File: src/rtl/gpio_pwm_engine.sv
// GPIO output engine with a power-of-two prescaler, a shared-period PWM stage
// and a per-pin mux that selects either a static GPIO value or a PWM channel.
// Optional macro PWM_READBACK_EN adds a registered register/counter read port.
module gpio_pwm_engine #(
  parameter int unsigned CHANNELS        = 4,
  parameter int unsigned COUNTER_WIDTH   = 16,
  parameter int unsigned PRESCALER_WIDTH = 4
) (
  input  logic                     clk,
  input  logic                     rst_n,
  input  logic                     wr_en,
  input  logic [2:0]               wr_addr,
  input  logic [COUNTER_WIDTH-1:0] wr_data,
`ifdef PWM_READBACK_EN
  input  logic [2:0]               rd_addr,
  output logic [COUNTER_WIDTH-1:0] rd_data,
`endif
  output logic [CHANNELS-1:0]      pwm_o,
  output logic [CHANNELS-1:0]      gpio_o,
  output logic                     tick_o
);

  localparam int unsigned DivWidth = 1 << PRESCALER_WIDTH;

  // Programmed registers
  logic [CHANNELS-1:0]                     gpio_out_q, gpio_out_d;
  logic [CHANNELS-1:0]                     func_sel_q, func_sel_d;
  logic [PRESCALER_WIDTH-1:0]              sel_q, sel_d;
  logic [COUNTER_WIDTH-1:0]                period_q, period_d;
  logic [CHANNELS-1:0][COUNTER_WIDTH-1:0]  duty_q, duty_d;

  // Active (shadowed) copies, reloaded only at period wrap
  logic [COUNTER_WIDTH-1:0]                period_act_q, period_act_d;
  logic [CHANNELS-1:0][COUNTER_WIDTH-1:0]  duty_act_q, duty_act_d;

  // Prescaler and PWM state
  logic [DivWidth-1:0]                     div_q, div_d;
  logic [DivWidth-1:0]                     tick_mask;
  logic                                    tick_q, tick_d;
  logic [COUNTER_WIDTH-1:0]                cnt_q, cnt_d;
  logic [CHANNELS-1:0]                     pwm_q, pwm_d;

  // Register write decode
  always_comb begin
    gpio_out_d = gpio_out_q;
    func_sel_d = func_sel_q;
    sel_d      = sel_q;
    period_d   = period_q;
    duty_d     = duty_q;
    if (wr_en) begin
      unique case (wr_addr)
        3'd0:    gpio_out_d = wr_data[CHANNELS-1:0];
        3'd1:    func_sel_d = wr_data[CHANNELS-1:0];
        3'd2:    sel_d      = wr_data[PRESCALER_WIDTH-1:0];
        3'd3:    period_d   = wr_data;
        default: begin
          for (int c = 0; c < CHANNELS; c++) begin
            if (wr_addr == 3'(4 + c)) duty_d[c] = wr_data;
          end
        end
      endcase
    end
  end

  // Free-running divider; tick when the low sel bits are all ones
  always_comb begin
    div_d     = div_q + DivWidth'(1);
    tick_mask = (DivWidth'(1) << sel_q) - DivWidth'(1);
    tick_d    = ((div_q & tick_mask) == tick_mask);
  end

  // PWM counter advance and shadow reload at wrap
  always_comb begin
    cnt_d        = cnt_q;
    period_act_d = period_act_q;
    duty_act_d   = duty_act_q;
    if (tick_q) begin
      if (cnt_q >= period_act_q) begin
        cnt_d        = '0;
        period_act_d = period_q;
        duty_act_d   = duty_q;
      end else begin
        cnt_d = cnt_q + COUNTER_WIDTH'(1);
      end
    end
  end

  // Per-channel compare
  always_comb begin
    pwm_d = '0;
    for (int c = 0; c < CHANNELS; c++) begin
      pwm_d[c] = (cnt_q < duty_act_q[c]);
    end
  end

  // State registers
  always_ff @(posedge clk or negedge rst_n) begin
    if (!rst_n) begin
      gpio_out_q   <= '0;
      func_sel_q   <= '0;
      sel_q        <= '0;
      period_q     <= '0;
      duty_q       <= '0;
      period_act_q <= '0;
      duty_act_q   <= '0;
      div_q        <= '0;
      tick_q       <= 1'b0;
      cnt_q        <= '0;
      pwm_q        <= '0;
    end else begin
      gpio_out_q   <= gpio_out_d;
      func_sel_q   <= func_sel_d;
      sel_q        <= sel_d;
      period_q     <= period_d;
      duty_q       <= duty_d;
      period_act_q <= period_act_d;
      duty_act_q   <= duty_act_d;
      div_q        <= div_d;
      tick_q       <= tick_d;
      cnt_q        <= cnt_d;
      pwm_q        <= pwm_d;
    end
  end

`ifdef PWM_READBACK_EN
  logic [COUNTER_WIDTH-1:0] rd_data_q, rd_data_d;

  // Read mux; narrow registers are zero-extended, unmapped indices expose cnt
  always_comb begin
    rd_data_d = cnt_q;
    unique case (rd_addr)
      3'd0:    rd_data_d = COUNTER_WIDTH'(gpio_out_q);
      3'd1:    rd_data_d = COUNTER_WIDTH'(func_sel_q);
      3'd2:    rd_data_d = COUNTER_WIDTH'(sel_q);
      3'd3:    rd_data_d = period_q;
      default: begin
        for (int c = 0; c < CHANNELS; c++) begin
          if (rd_addr == 3'(4 + c)) rd_data_d = duty_q[c];
        end
      end
    endcase
  end

  // Read data register
  always_ff @(posedge clk or negedge rst_n) begin
    if (!rst_n) rd_data_q <= '0;
    else        rd_data_q <= rd_data_d;
  end

  assign rd_data = rd_data_q;
`endif

  // Outputs
  always_comb begin
    pwm_o  = pwm_q;
    tick_o = tick_q;
    gpio_o = (func_sel_q & pwm_q) | (~func_sel_q & gpio_out_q);
  end

endmodule

File: config.mk
export PLATFORM = sky130hd
export DESIGN_NAME = gpio_pwm_engine
export DESIGN_NICKNAME = d
export VERILOG_FILES = /design/src/rtl/gpio_pwm_engine.sv
export SDC_FILE = /design/constraint.sdc
export NUM_CORES = 1
export LEC_CHECK = 0
export ABC_AREA = 1
export CORE_MARGIN = 3
export CORE_UTILIZATION = 35
export CTS_CLUSTER_SIZE = 10
export DETAILED_ROUTE_END_ITERATION = 7
export HOLD_SLACK_MARGIN = 0.02
export MAX_ROUTING_LAYER = met4
export PLACE_DENSITY_LB_ADDON = 0.2
export SETUP_SLACK_MARGIN = 0.4
export SLEW_MARGIN = 20
export SYNTH_ARGS = -nofsm -noshare
export SYNTH_HDL_FRONTEND = slang
export SYNTH_SLANG_ARGS = --single-unit
File: constraint.sdc
create_clock -name clk -period 3.7 [get_ports clk]
set_input_delay 0.925 -clock clk [delete_from_list [all_inputs] [get_ports clk]]
set_output_delay 0.925 -clock clk [all_outputs]
set_load 0.02 [all_outputs]
# --- Word-level counts from Yosys, hierarchy flattened ---
# Cells that the tools add are included.
classes:
  n_addsub: 3
  multipliers: 0
  n_div: 0
  n_lt_le_gt_ge: 5
  n_eq_ne: 8
  shifts: 1
  mux: 1
  bitwise_logic: 6
  n_reduce_logical: 11
op_table:
  columns: ["op", "n"]
  rows:
  - ["16-bit less-than comparator", 4]
  - ["16-bit by 1-bit adder with 16-bit output, second input constant", 2]
  - ["16-bit AND", 1]
  - ["16-bit == test", 1]
  - ["16-bit greater-or-equal comparator", 1]
  - ["16-bit two-way mux", 1]
  - ["1-bit by 4-bit << shifter with 16-bit output, first input constant", 1]
  - ["16-bit by 2-bit subtractor with 16-bit output, second input constant", 1]
  - ["3-bit == test, second input constant", 4]
  - ["3-bit AND reduction", 4]
  - ["2-bit AND reduction", 5]
  - ["4-bit AND", 2]
  - ["3-bit by 2-bit == test with 1-bit output, second input constant", 2]
  - ["4-bit inverter", 1]
  - ["4-bit OR", 1]
  - ["4-bit OR reduction", 1]
  - ["3-bit by 1-bit == test with 1-bit output, second input constant", 1]
  - ["3-bit logical NOT", 1]
  - ["1-bit inverter", 1]
word_totals:
  register_bits: 209
  latch_bits: 0
  mem_bits_rw: 0
  romBits: 0
  inputBits: 22
  output_inout_bits: 9
  elab_cells: 52
  n_memories: 0

# --- Logic depth before layout (Yosys ltp) ---
depth:
  depth_word: 4
  ltp_mapped: 15
  mapped_depth_nobuf: 14

# --- Least setup slack after synthesis ---
# No wires, ideal clock.
synth_path:
  path_type: "register to register"
  from: "register cnt_q[7]"
  to: "register period_act_q[0]"
  setup_time_ns: 0.116
  arrival_ns: 1.629
  t_required_ns: 3.584
  slack_ns: 1.955
  path_stages_with_launch: 11
  path_buffers: 2
  period_less_slack_ns: 1.745
  cell_sequence: "dfrtp_1 ha_1 a21o_1 nor2_1 nand2_1 nand2_1 nand3_2 buf_6 buf_8 nand3_2 nand2_1"
synth_via:
  elab_chain_cells: 2
synth_rtl:
  columns: ["element", "line", "source"]
  rows:
  - ["from (decl)", "40", "logic [COUNTER_WIDTH-1:0] cnt_q, cnt_d;"]
  - ["from (signal assigned)", "120", "cnt_q <= cnt_d;"]
  - ["16-bit greater-or-equal comparator", "78", "if (cnt_q >= period_act_q) begin"]
  - ["2-bit AND reduction (no source line)", null, null]
  - ["to (signal assigned)", "116", "period_act_q <= period_act_d;"]
  - ["to (decl)", "33", "logic [COUNTER_WIDTH-1:0] period_act_q, period_act_d;"]
# Every way passes these cells.
# A chain may end at the register's enable or synchronous reset.

# --- Worst setup path after layout ---
layout_path:
  from: "register func_sel_q[0]"
  to: "output gpio_o[0]"
layout_via:
  elab_chain_cells: 3
  word_cells_on_any_way: 4
  cone_classes: "bitwise: 4"
layout_rtl:
  columns: ["element", "line", "source"]
  rows:
  - ["from (decl)", "27", "logic [CHANNELS-1:0] func_sel_q, func_sel_d;"]
  - ["from (signal assigned)", "112", "func_sel_q <= func_sel_d;"]
  - ["4-bit inverter", "157", "gpio_o = (func_sel_q & pwm_q) | (~func_sel_q & gpio_out_q);"]
  - ["4-bit AND", "157", null]
  - ["4-bit OR *", "157", null]
  - ["to (decl)", "19", "output logic [CHANNELS-1:0] gpio_o,"]
# Every way passes the cells marked *; elsewhere a longest branch is shown, timed or not.

==> results by group <==
Setup path
  – CP max stage delay: 0.54 ns
  – Flop-to-flop setup slack: 1.21 ns
  – Crit path launch type: flop
  – Worst Path Max Fanout: 2
  – Reg-to-reg endpoint: duty_act_q[39]$_DFFE_PN0P_
  – Buffers & Inverters on Critical Path: 1
  – CP Capture Type: primary output
  – Crit-path cells: mux2_2 > clkdlybuf4s50_1
  – R2R cell count: 10
  – Critical path's top delay family: buffers and inverters
  – Critical Path AT: 1.75 ns
  – Critical path required time: ~2.8 ns
  – Worst R2R Start: cnt_q[3]$_DFFE_PN0P_
  – Setup CP Type: reg2out
  – CP max-delay cell: clkdlybuf4s50_1

Floorplanning
  – Initial core utilization: 0.3596
  – DIE AREA: around 0.032 sq mm
  – IO Count: 31
  – Row cnt: 62
  – Die Height: 178.7 um
  – Die Width: roughly 180 um
  – Core Footprint: roughly 0.029 sq mm

Logic synthesis
  – Yosys Warn Count: 0
  – Cell count after synthesis: 1212
  – Syn nets: 1313
  – Largest cells by area after synthesis: dfrtp_1 50%, nand2_1 12%, ha_1 9.5%
  – Mapped Area: 0.01043 sq mm
  – Yosys reg bits: around 210
  – Syn_area_per_cell: 8.609 sq um
  – Synth top area share: 0.4989
  – Leading area contributor after synthesis: dfrtp_1
  – Post-synthesis sequential area ratio: 0.4989
  – Unique masters post-synth: 31

Place
  – Post-DP HPWL: 16.74 mm
  – GPL Wtd Cong: 0.8318
  – IO buf count: 30

Pwr
  – P_sw: 3.343 mW
  – Sequential share of power: 0.381
  – Lkg Pwr: 5.893 nW
  – Clk network pwr share: 0.257
  – Max VDD drop: 0.001362 V
  – PD cells: 726.3 mW/mm^2
  – P_int: 5.236 mW
  – Sw frac: 0.3897
  – Combinational power share: 0.362

Routing
  – Final wirelength: 25.41 mm
  – Detail Route Antenna Nets: 0
  – Avg WL per Cell: 15.62 um
  – Vias per cell: around 4.8
  – DR iter-0 viols: 422
  – Via Count: 7800
  – Residual DRC count: 0
  – DRT Pass-1 Iters: 4

GRT
  – Largest net degree at the start of global routing: 83
  – First-pass GRT wire length: 41.68 mm
  – Met3 Use GR: 0.02033
  – Met2 Resource Use GR: 0.2545
  – Initial antenna violation count: 0
  – Vias in the first global route: 7703
  – GR Overflow Total: 0
  – Met1 Resource Use GR: 0.2487
  – Gr busiest metal: met2
  – Total Routing Usage GR: 0.1692

Layout
  – Antenna diodes: 0
  – Ratio of cells with drive above 1 in the final layout: 0.05873
  – Final core utilization: 0.4072
  – Nets: around 1300
  – Most common library cell in the layout ignoring fill and taps: nand2_1
  – Commonest non-fill, non-tap cells in the layout: 339 x nand2_1, 207 x dfrtp_1, 146 x inv_1, 100 x nand3_1, 92 x o21ai_0
  – Area Overhead vs Synth: 13.22%
  – Final-layout fill cell count: 3024

Clocking
  – H-tree depth: 1
  – Cells resized by post-CTS repair: 0
  – Num CTS Buffers: 25
  – Postcts setup bufs: 0
  – CTS Buffer Depth: 3
  – Clock-pin slew on the worst setup and hold paths: 0.05 ns
  – CTS root buf: clkbuf_16
  – CTS tree: done
  – Clk sinks: 208
  – Hold-fix buffers, CTS: 0
  – Clk_lat worst skew: 0.51 ns

Timing
  – Final setup viols: 0
  – RSZ-0062 raised after global routing: false
  – Fin. Hold Viols: 0
  – Slew @ Worst Pin: 1.046 ns
  – Fin. max-slew vios: 0
  – Final min period: 2.671 ns
  – Max frequency: 374.4 MHz
  – Clk_skew: 0.009416 ns
  – Slew headroom: 0.3013
  – Final setup TNS: 0 ns
  – Tcrit/Tclk final: 0.7219

Job
  – Max-cap violations: 0

Outcome
  – Status: finished, final reports clean

Hold path
  – Hold Path Class: in2async
-- routing by layer --
metal / vias up / wire [um]
met5: - / 0
met4: 0 / 323
met3: 26 / 899
met2: 121 / 11090
met1: 3707 / 13100
li1: 3946 / -
-- synth_stat cells (all sizes together) --
cell type / instances
nor4: 1
nor3: 12
mux2: 4
nand2: 341
nand3: 112
a21o: 1
a21oi: 60
a22oi: 1
o21a: 4
dfrtp: 208
buf: 22
nand4: 15
xor2: 18
clkbuf: 22
nor2: 61
xnor2: 3
o21bai: 1
o211ai: 5
inv: 148
o21ai: 94
ha: 79
-- power by group through the flow --
| stage | Clock [mW] | Sequential (mW) | Combinational (mW) |
|---|---|---|---|
| 3_5_place_dp | 0 | 3.30 | 3.15 |
| 3_3_place_gp | 0 | 3.29 | 3.10 |
| 5_1_grt | 2.36 | 3.35 | 3.54 |
| 6_report | 2.21 | 3.27 | 3.10 |
| 4_1_cts | 2.27 | 3.27 | 3.16 |
| 2_1_floorplan | 0 | 3.21 | 2.59 |
-- per-stage QoR --
stage	worst slack [ns]	hold slack, ns	cell area, sq um	total power, mW	cells
floorplan	1.955	0.4367	10430	5.801	1212
global placement	0.9141	0.4538	11100	6.396	1595
detailed placement	0.8586	0.4580	11100	6.452	1595
CTS	1.006	0.3983	11810	8.705	1627
global route	0.9750	0.4155	11810	9.254	1627
finish	1.029	0.3610	11810	8.579	1627
-- worst max-delay path by stage --
stage          slack [ns]                      start                          end  depth (start not counted)
4_1_cts              1.01  func_sel_q[1]$_DFFE_PN0P_                    gpio_o[1]                          2
5_1_grt              0.98  func_sel_q[0]$_DFFE_PN0P_                    gpio_o[0]                          2
2_1_floorplan        1.96       cnt_q[7]$_DFFE_PN0P_  period_act_q[0]$_DFFE_PN0P_                         10
6_report             1.03  func_sel_q[0]$_DFFE_PN0P_                    gpio_o[0]                          2
3_5_place_dp         0.86                 wr_addr[0]       duty_q[21]$_DFFE_PN0P_                          5
3_3_place_gp         0.91                 wr_addr[0]       duty_q[28]$_DFFE_PN0P_                          5
-- registers in the layout, indices dropped and copies added (netlist names) --
name,cells
func_sel_q,4
gpio_out_q,4
pwm_o,4
duty_act_q,64
sel_q,4
duty_q,64
tick_o,1
div_q,15
period_q,16
period_act_q,16
cnt_q,16
-- worst register-to-register path, cell delays in order, from the launching register on --
cell,delay [ns]
dfrtp_1,0.59
ha_1,0.41
nand2_1,0.06
inv_1,0.06
nand3_1,0.07
nor3_1,0.24
nand2_1,0.16
nand3_4,0.13
buf_12,0.35
nand3_1,0.24
nand2_1,0.11
-- final cells by class --
cell class,count,area [sq um],share of cell area
well taps,384,480.5,0.04067
clock buffers,31,678.2,0.05741
clock inverters,1,30.03,0.002542
inverters,148,555.5,0.04703
flip-flops and latches,208,5209,0.4409
multi-input cells,812,4432,0.3752
repair buffers,43,427.9,0.03622
-- logic make-up after synthesis --
group           synth area share
mux                     0.004317
flops                     0.4989
xor+xnor                 0.01763
simple gates              0.2242
fa+ha+maj                0.09474
buf+inv                  0.07771
compound gates           0.08251
Power figures use the tool's default switching activity.
